===== src/rtl/frame_scheduler.sv =====
// Frame sequencer: prescaled frame timer that steps the game grid, starts one LED refresh
// per frame and tracks channel completion with timeout, overrun and frame-count status.
module frame_scheduler #(
    parameter int CLK_DIV       = 2,
    parameter int FRAME_TICKS   = 500000,
    parameter int ENABLE_CYCLES = 2,
    parameter int NUM_CH        = 2,
    parameter int TIMEOUT       = 4096,
    parameter int CNT_W         = 21
) (
    input  logic              clock,
    input  logic              reset,
    input  logic              run,
    input  logic [NUM_CH-1:0] ch_finished,
    input  logic              clr_status,
    output logic              game_enable,
    output logic              led_start,
    output logic              busy,
    output logic              overrun,
    output logic              timeout_err,
    output logic [15:0]       frame_count,
    output logic [2:0]        state_dbg
);

    localparam int PRE_W  = (CLK_DIV > 1) ? $clog2(CLK_DIV) : 1;
    localparam int WAIT_W = (TIMEOUT > 1) ? $clog2(TIMEOUT) : 1;

    localparam logic [PRE_W-1:0]  PRE_LAST   = PRE_W'(CLK_DIV - 1);
    localparam logic [CNT_W-1:0]  FRAME_LAST = CNT_W'(FRAME_TICKS - 1);
    localparam logic [CNT_W-1:0]  EN_LAST    = CNT_W'(ENABLE_CYCLES - 1);
    localparam logic [WAIT_W-1:0] WAIT_LAST  = WAIT_W'((TIMEOUT > 0) ? TIMEOUT - 1 : 0);

    typedef enum logic [2:0] {
        S_IDLE   = 3'd0,
        S_ENABLE = 3'd1,
        S_START  = 3'd2,
        S_WAIT   = 3'd3,
        S_HOLD   = 3'd4
    } state_t;

    state_t              state_q, state_d;
    logic [PRE_W-1:0]    presc_q, presc_d;
    logic [CNT_W-1:0]    frame_q, frame_d;
    logic [WAIT_W-1:0]   wait_q, wait_d;
    logic [NUM_CH-1:0]   done_q, done_d;
    logic [15:0]         fc_q, fc_d;
    logic                ovr_q, ovr_d;
    logic                to_q, to_d;

    logic                ce;
    logic                frame_tick;
    logic [NUM_CH-1:0]   done_now;

    assign ce         = (presc_q == PRE_LAST);
    assign frame_tick = ce && (frame_q == FRAME_LAST);
    // Completion includes this cycle's flags so a channel finishing now is not missed.
    assign done_now   = done_q | ch_finished;

    always_ff @(posedge clock or negedge reset) begin
        if (!reset) begin
            state_q <= S_IDLE;
            presc_q <= '0;
            frame_q <= '0;
            wait_q  <= '0;
            done_q  <= '0;
            fc_q    <= '0;
            ovr_q   <= 1'b0;
            to_q    <= 1'b0;
        end else begin
            state_q <= state_d;
            presc_q <= presc_d;
            frame_q <= frame_d;
            wait_q  <= wait_d;
            done_q  <= done_d;
            fc_q    <= fc_d;
            ovr_q   <= ovr_d;
            to_q    <= to_d;
        end
    end

    always_comb begin
        state_d = state_q;
        presc_d = ce ? '0 : presc_q + 1'b1;
        frame_d = frame_q;
        wait_d  = wait_q;
        done_d  = done_q;
        fc_d    = fc_q;
        // Clear first, then any set condition below overrides it.
        ovr_d   = ovr_q & ~clr_status;
        to_d    = to_q & ~clr_status;

        if (ce) begin
            frame_d = frame_tick ? '0 : frame_q + 1'b1;
        end

        case (state_q)
            S_IDLE: begin
                presc_d = '0;
                frame_d = '0;
                if (run) begin
                    state_d = S_ENABLE;
                end
            end
            S_ENABLE: begin
                if (ce && (frame_q == EN_LAST)) begin
                    state_d = S_START;
                    fc_d    = fc_q + 16'd1;
                end
            end
            S_START: begin
                done_d  = '0;
                wait_d  = '0;
                state_d = S_WAIT;
            end
            S_WAIT: begin
                done_d = done_now;
                if (TIMEOUT != 0) begin
                    wait_d = wait_q + 1'b1;
                end
                if (frame_tick) begin
                    ovr_d = 1'b1;
                end
                if (&done_now) begin
                    state_d = S_HOLD;
                end else if ((TIMEOUT != 0) && (wait_q == WAIT_LAST)) begin
                    to_d    = 1'b1;
                    state_d = S_HOLD;
                end
            end
            S_HOLD: begin
                if (frame_tick) begin
                    state_d = run ? S_ENABLE : S_IDLE;
                end
            end
            default: begin
                state_d = S_IDLE;
            end
        endcase
    end

    assign game_enable = (state_q == S_ENABLE);
    assign led_start   = (state_q == S_START);
    assign busy        = (state_q == S_START) || (state_q == S_WAIT);
    assign overrun     = ovr_q;
    assign timeout_err = to_q;
    assign frame_count = fc_q;
    assign state_dbg   = state_q;

endmodule

===== config.mk =====
export PLATFORM = sky130hd
export DESIGN_NAME = frame_scheduler
export DESIGN_NICKNAME = d
export VERILOG_FILES = /design/src/rtl/frame_scheduler.sv
export SDC_FILE = /design/constraint.sdc
export NUM_CORES = 1
export LEC_CHECK = 0
export ABC_AREA = 1
export BUFFER_PORTS_ARGS = -buffer_cell sky130_fd_sc_hd__buf_2
export CORE_AREA = 2 2 80 120
export CTS_CLUSTER_SIZE = 16
export DETAILED_ROUTE_END_ITERATION = 8
export DIE_AREA = 0 0 82 122
export MAX_ROUTING_LAYER = met4
export PLACE_DENSITY = 0.6
export RECOVER_POWER = 100
export REMOVE_ABC_BUFFERS = 1
export SLEW_MARGIN = 20
export SYNTH_ARGS = -nofsm -noshare
export SYNTH_HDL_FRONTEND = slang
export SYNTH_SLANG_ARGS = --single-unit

===== constraint.sdc =====
create_clock -name clock -period 1.4 [get_ports clock]
set_input_delay 0.21 -clock clock [delete_from_list [all_inputs] [get_ports clock]]
set_output_delay 0.21 -clock clock [all_outputs]
set_load 0.01 [all_outputs]

# Yosys cells after proc, flatten, opt, wreduce, memory -nomap -nowiden
# Cells that the tools add are included.
word_totals:
  reg_bits: 57
  in_bits: 6
  out_inout_bits: 24
  elab_cells: 55
classes:
  addsub: 4
  n_eq_ne: 11
  n_mux: 19
  bitwise_logic: 4
  n_reduce_logical: 9
op_table:
  columns: ["op", "n"]
  rows:
  - ["2-to-1 mux 21 bit", 3]
  - ["one-hot mux 12 bit (2 select lines)", 1]
  - ["adder 21 x 1 -> 21 bit (second input constant)", 1]
  - ["equality test 21 x 1 -> 1 bit (second input constant)", 1]
  - ["equality test 21 x 19 -> 1 bit (second input constant)", 1]
  - ["adder 16 x 1 -> 16 bit (second input constant)", 1]
  - ["2-to-1 mux 3 bit", 5]
  - ["one-hot mux 3 bit (5 select lines)", 1]
  - ["adder 12 x 1 -> 12 bit (second input constant)", 1]
  - ["equality test 12 bit (second input constant)", 1]
  - ["2-to-1 mux 1 bit", 8]
  - ["equality test 3 x 2 -> 1 bit (second input constant)", 2]
  - ["inequality test 2 bit (second input constant)", 2]
  - ["one-hot mux 2 bit (2 select lines)", 1]
  - ["AND reduction 2 bit", 2]
  - ["AND reduction 4 bit", 1]
  - ["nonzero test 2 bit", 2]
  - ["equality test 3 x 1 -> 1 bit (second input constant)", 1]
  - ["equality test 3 bit (second input constant)", 1]
  - ["logical NOT 3 bit", 1]
  - ["inequality test 3 bit (second input constant)", 1]
  - ["bitwise AND 1 bit", 2]
  - ["logical AND 1 bit", 2]
  - ["inequality test 2 x 1 -> 1 bit (second input constant)", 1]
  - ["other kinds (4)", 4]

# Longest topological paths before layout
logic_depth:
  depth_word: 5
  mapped_depth: 10
  mapped_depth_nobuf: 10

# Worst setup path before layout
# OpenSTA, ideal clock, no wires.
synth_path:
  kind: "reg2reg"
  startpoint: "reg state_q[2] (netlist: state_dbg[2])"
  endpoint: "reg state_q[1] (netlist: state_dbg[1])"
  setup_ns: 0.118
  arrival_ns: 1.316
  required_time_ns: 1.282
  slack_ns: -0.034
  stages_incl_launch_ff: 9
  n_path_buf: 0
  period_less_slack_ns: 1.434
  cell_sequence: "dfrtp_1 nor2_4 inv_4 nor2_8 inv_4 nor2_4 nand2_2 nand4_1 nand2_1"
synth_between:
  elab_chain_len: 3
  elab_cells_between_ends: 11
  classes_between: "eq/ne (8); mux (1); reduce/logical (2)"
synth_rtl:
  columns: ["item", "line", "source"]
  rows:
  - ["start, declared", "41", "state_t state_q, state_d;"]
  - ["start signal, assigned", "70", "state_q <= state_d;"]
  - ["equality test 3 x 2 -> 1 bit, or another cell as far along", "96", "case (state_q)"]
  - ["inequality test 3 bit (no source line), or another cell as far along", null, null]
  - ["AND reduction 4 bit (no source line)", null, null]
# Several ways; a longest one is shown, not always the timed one.
# A chain may end at the register's enable or synchronous reset.

# Worst setup path in the final report
layout_path:
  startpoint: "reg state_q[1] (netlist: state_dbg[1])"
  endpoint: "out busy"
layout_between:
  elab_chain_len: 2
  elab_cells_between_ends: 3
  classes_between: "eq/ne (2); reduce/logical (1)"
layout_rtl:
  columns: ["item", "line", "source"]
  rows:
  - ["equality test 3 x 2 -> 1 bit", "143", "assign busy = (state_q == S_START) || (state_q == S_WAIT);"]
  - ["logical OR 1 bit (*)", "143", null]
  - ["end, declared", "18", "output logic busy,"]
# Every way passes the cells marked *; elsewhere a longest branch is shown, timed or not.

==> run_results.csv <==
group,metric,value,unit
logic_synthesis,synth_top_family_by_area,"simple AND/OR/NAND/NOR gates",
sta,max_freq,0.652,GHz
clock_tree,tritoncts,"done",
status,violations,"negative setup slack",
sta,fin_crit_sh,1.10,
logic_synthesis,ys_types,36,
routing,drc,0,
cells_and_area,final_cells,756,
clock_tree,cts_root_buffer,"clkbuf_16",
logic_synthesis,synth_area_per_cell,7.23,um2
routing,dr_wl_met2,6.16,mm
die,start_util,0.385,
clock_tree,clock_latency,330,ps
worst_setup_path,r2r_cells,7,
clock_tree,numCtsBuffers,9,
cells_and_area,register_area,1430,um2
power,p_leak,2.64,nW
logic_synthesis,synth_compound_area_frac,0.0636,
logic_synthesis,ys_ff_latch,57,
clock_tree,cts_max_level,3,
sta,finalMaxSlewViolations,0,
run,drv_cap,0,
routing,antenna_left,0,
routing,post_drt_wl_per_cell,14.6,um
cells_and_area,insertedDiodeCount,0,
logic_synthesis,yosys.area_share.simple,0.394,
worst_setup_path,regToRegSetupSlack,-100,ps
clock_tree,clk_path_buf_depth,2,
routing,drt_iter0_drc,199,
sta,period_minus_slack,1530,ps
cells_and_area,layout_commonest_cell,"nand2_1",
global_routing,antenna_found_initial,0,
worst_setup_path,worstReg2RegStart,"frame_q[0]$_DFFE_PN0N_",
sta,hold_slack,137,ps
power,power_density,690,nW/um2
die,fp-row-count,43,
die,fp.dieH,122,um
placement,io_buffers,29,
worst_setup_path,endpoint_kind,"output port",
sta,finalHoldViolCount,0,
logic_synthesis,syn_inst,481,
sta,clock-skew-final,3.82,ps
worst_setup_path,cpMaxStageDelayCell,"dfrtp_1",
sta,slew_headroom,0.449,
placement,place_congestion,0.988,
cells_and_area,fill_cells,760,
sta,tns,-2370,ps
cells_and_area,final_nets,650,
routing,met1_length,4.01,mm
worst_setup_path,r2r-end,"frame_count[3]$_DFFE_PN0P_",
placement,placed_area,4460,um2
placement,place_inst,711,
logic_synthesis,synthAdderAreaFrac,0.0144,
sta,worstMarginPinSlew,826,ps
worst_setup_path,crit_start,"state_dbg[1]$_DFFE_PN0P_",
routing,met3_length,364,um
routing,vias_per_cell,5.11,
logic_synthesis,ys_seq_area_frac,0.410,
sta,setup_ws,-135,ps
routing,drtPass1Iterations,5,
min_path,hold_start,"clr_status",
worst_setup_path,cp_max_fo,3,
min_path,hold_path_end,"overrun$_DFF_PN0_",
worst_setup_path,path_cells,"buf_4, inv_4, nor2_4, buf_6, buf_6, buf_6",
placement,place.detailed.hpwl,7.51,mm
cells_and_area,multi_input_area,2320,um2
logic_synthesis,yosysWarnings,0,
logic_synthesis,synthMuxAreaShare,0,
sta,rsz0062_at_grt,"true",
min_path,min_delay_path_depth,4,
worst_setup_path,cp-start-kind,"flip-flop",
worst_setup_path,cp_data_required_time,1190,ps
global_routing,grt_first_pass_wirelength,17.7,mm
routing,wl,11.1,mm
cells_and_area,design_area,5560,um2
power,worst_ir_drop_vdd,0.608,mV
clock_tree,clk_pin_slew,50,ps
die,coreArea,9040,um2
die,num_io_pins,30,
global_routing,grt_max_degree,58,
logic_synthesis,netlist_area,3480,um2
die,die_width,82,um
clock_tree,clock_sinks,57,
logic_synthesis,synthXorXnorAreaFrac,0.0453,
routing,via_count,3863,
worst_setup_path,arrival,1320,ps
sta,setup-violations-final,40,
global_routing,first_global_vias,3944,
cells_and_area,final_cell_mix,"105 x nand2_1, 92 x buf_4, 51 x dfrtp_1",
global_routing,overflow,0,
status,run_status,"finished with violations",
die,die-area,10000,um2
routing,dr.max_layer_used,"met4",
global_routing,grt_usage,0.237,
cells_and_area,areaGrowthSynthToFinish,59.7,%
cells_and_area,drive_gt1_frac,0.433,
worst_setup_path,max_stage_delay,350,ps
placement,dp_slack,-210,ps
worst_setup_path,path_class,"flip-flop to output port",
min_path,min_path_type,"input pin to flip-flop",
worst_setup_path,crit_top_cell,"buf_6",
-- synth_stat cells (all sizes together) --
cell type | count | share of area
a31oi | 2 | 0.0054
nand3b | 1 | 0.0022
nor2 | 87 | 0.11
nand2 | 131 | 0.14
xnor2 | 2 | 0.0050
nor3 | 17 | 0.028
xor2 | 16 | 0.040
o22ai | 3 | 0.0054
nand4 | 15 | 0.029
or2 | 1 | 0.0018
dfrtp | 57 | 0.41
nor3b | 2 | 0.0058
ha | 4 | 0.014
a22o | 1 | 0.0025
o21ai | 13 | 0.019
o31ai | 3 | 0.0065
a22oi | 1 | 0.0022
nand3 | 47 | 0.070
o21bai | 1 | 0.0032
a21oi | 13 | 0.020
buf | 2 | 0.0047
inv | 62 | 0.068
-- repair_timing --
action,CTS,global route
buffers inserted,20,10
pin swaps,51,36
resized for setup,108,67
setup endpoints to repair,46,54
hold buffers,1,0
hold endpoints to repair,57,0
gates cloned,0,0
-- worst max-delay path, delay by kind of cell (launching register included) --
| family | cells | cell delay, ps |
|---|---|---|
| flip-flops | 1 | 350 |
| buffers and inverters | 5 | 500 |
| AND/OR/NAND/NOR | 1 | 140 |
-- cell families after synthesis --
logic type,Yosys count
and+or+nand+nor,301
xor gates and xnor gates,18
buffers and inverters,64
adders and majority gates,4
DFF,57
AOI/OAI and AO/OA,37
-- layout make-up --
| class | count | share of cell area |
|---|---|---|
| Sequential cell | 57 | 0.258 |
| Inverter | 62 | 0.0437 |
| Clock buffer | 11 | 0.0419 |
| Tap cell | 112 | 0.0252 |
| Multi-Input combinational cell | 360 | 0.417 |
| Timing Repair Buffer | 150 | 0.206 |
| Clock inverter | 4 | 0.00811 |
-- routing by layer --
metal,vias up,GRT usage
met2,96,0.426
met3,46,0.0378
met5,-,-
met1,1843,0.238
li1,1878,-
met4,0,0.129
-- how the worst max path moves through the flow --
stage,end,slack (ps),cells after the start
final,busy,-130,6
after detailed placement,frame_q[10]$_DFFE_PN0N_,-210,8
after global placement,frame_q[13]$_DFFE_PN0N_,-190,8
after global routing,frame_count[8]$_DFFE_PN0P_,-230,7
after floorplan,frame_count[5]$_DFFE_PN0P_,-180,7
after CTS,busy,-120,6
-- stage by stage --
| step | util | total power, W |
|---|---|---|
| CTS | 0.584 | 0.00387 |
| detailed placement | 0.493 | 0.00173 |
| global route | 0.615 | 0.00396 |
| finish | 0.615 | 0.00383 |
| floorplan | - | 0.00168 |
| global placement | 0.493 | 0.00173 |
-- report_power, final --
| group | internal, W | switching, W |
|---|---|---|
| logic | 0.0000104 | 0.0000404 |
| registers | 0.00165 | 0.000000000000191 |
| clock network | 0.00136 | 0.000774 |
| total | 0.00302 | 0.000814 |
-- flip-flops by register name (all words and copies together), names as in the netlist --
signal       flops
done_q           2
frame_q         21
state_dbg        3
frame_count     16
wait_q          12
ce               1
overrun          1
timeout_err      1
Power figures use the tool's default switching activity.
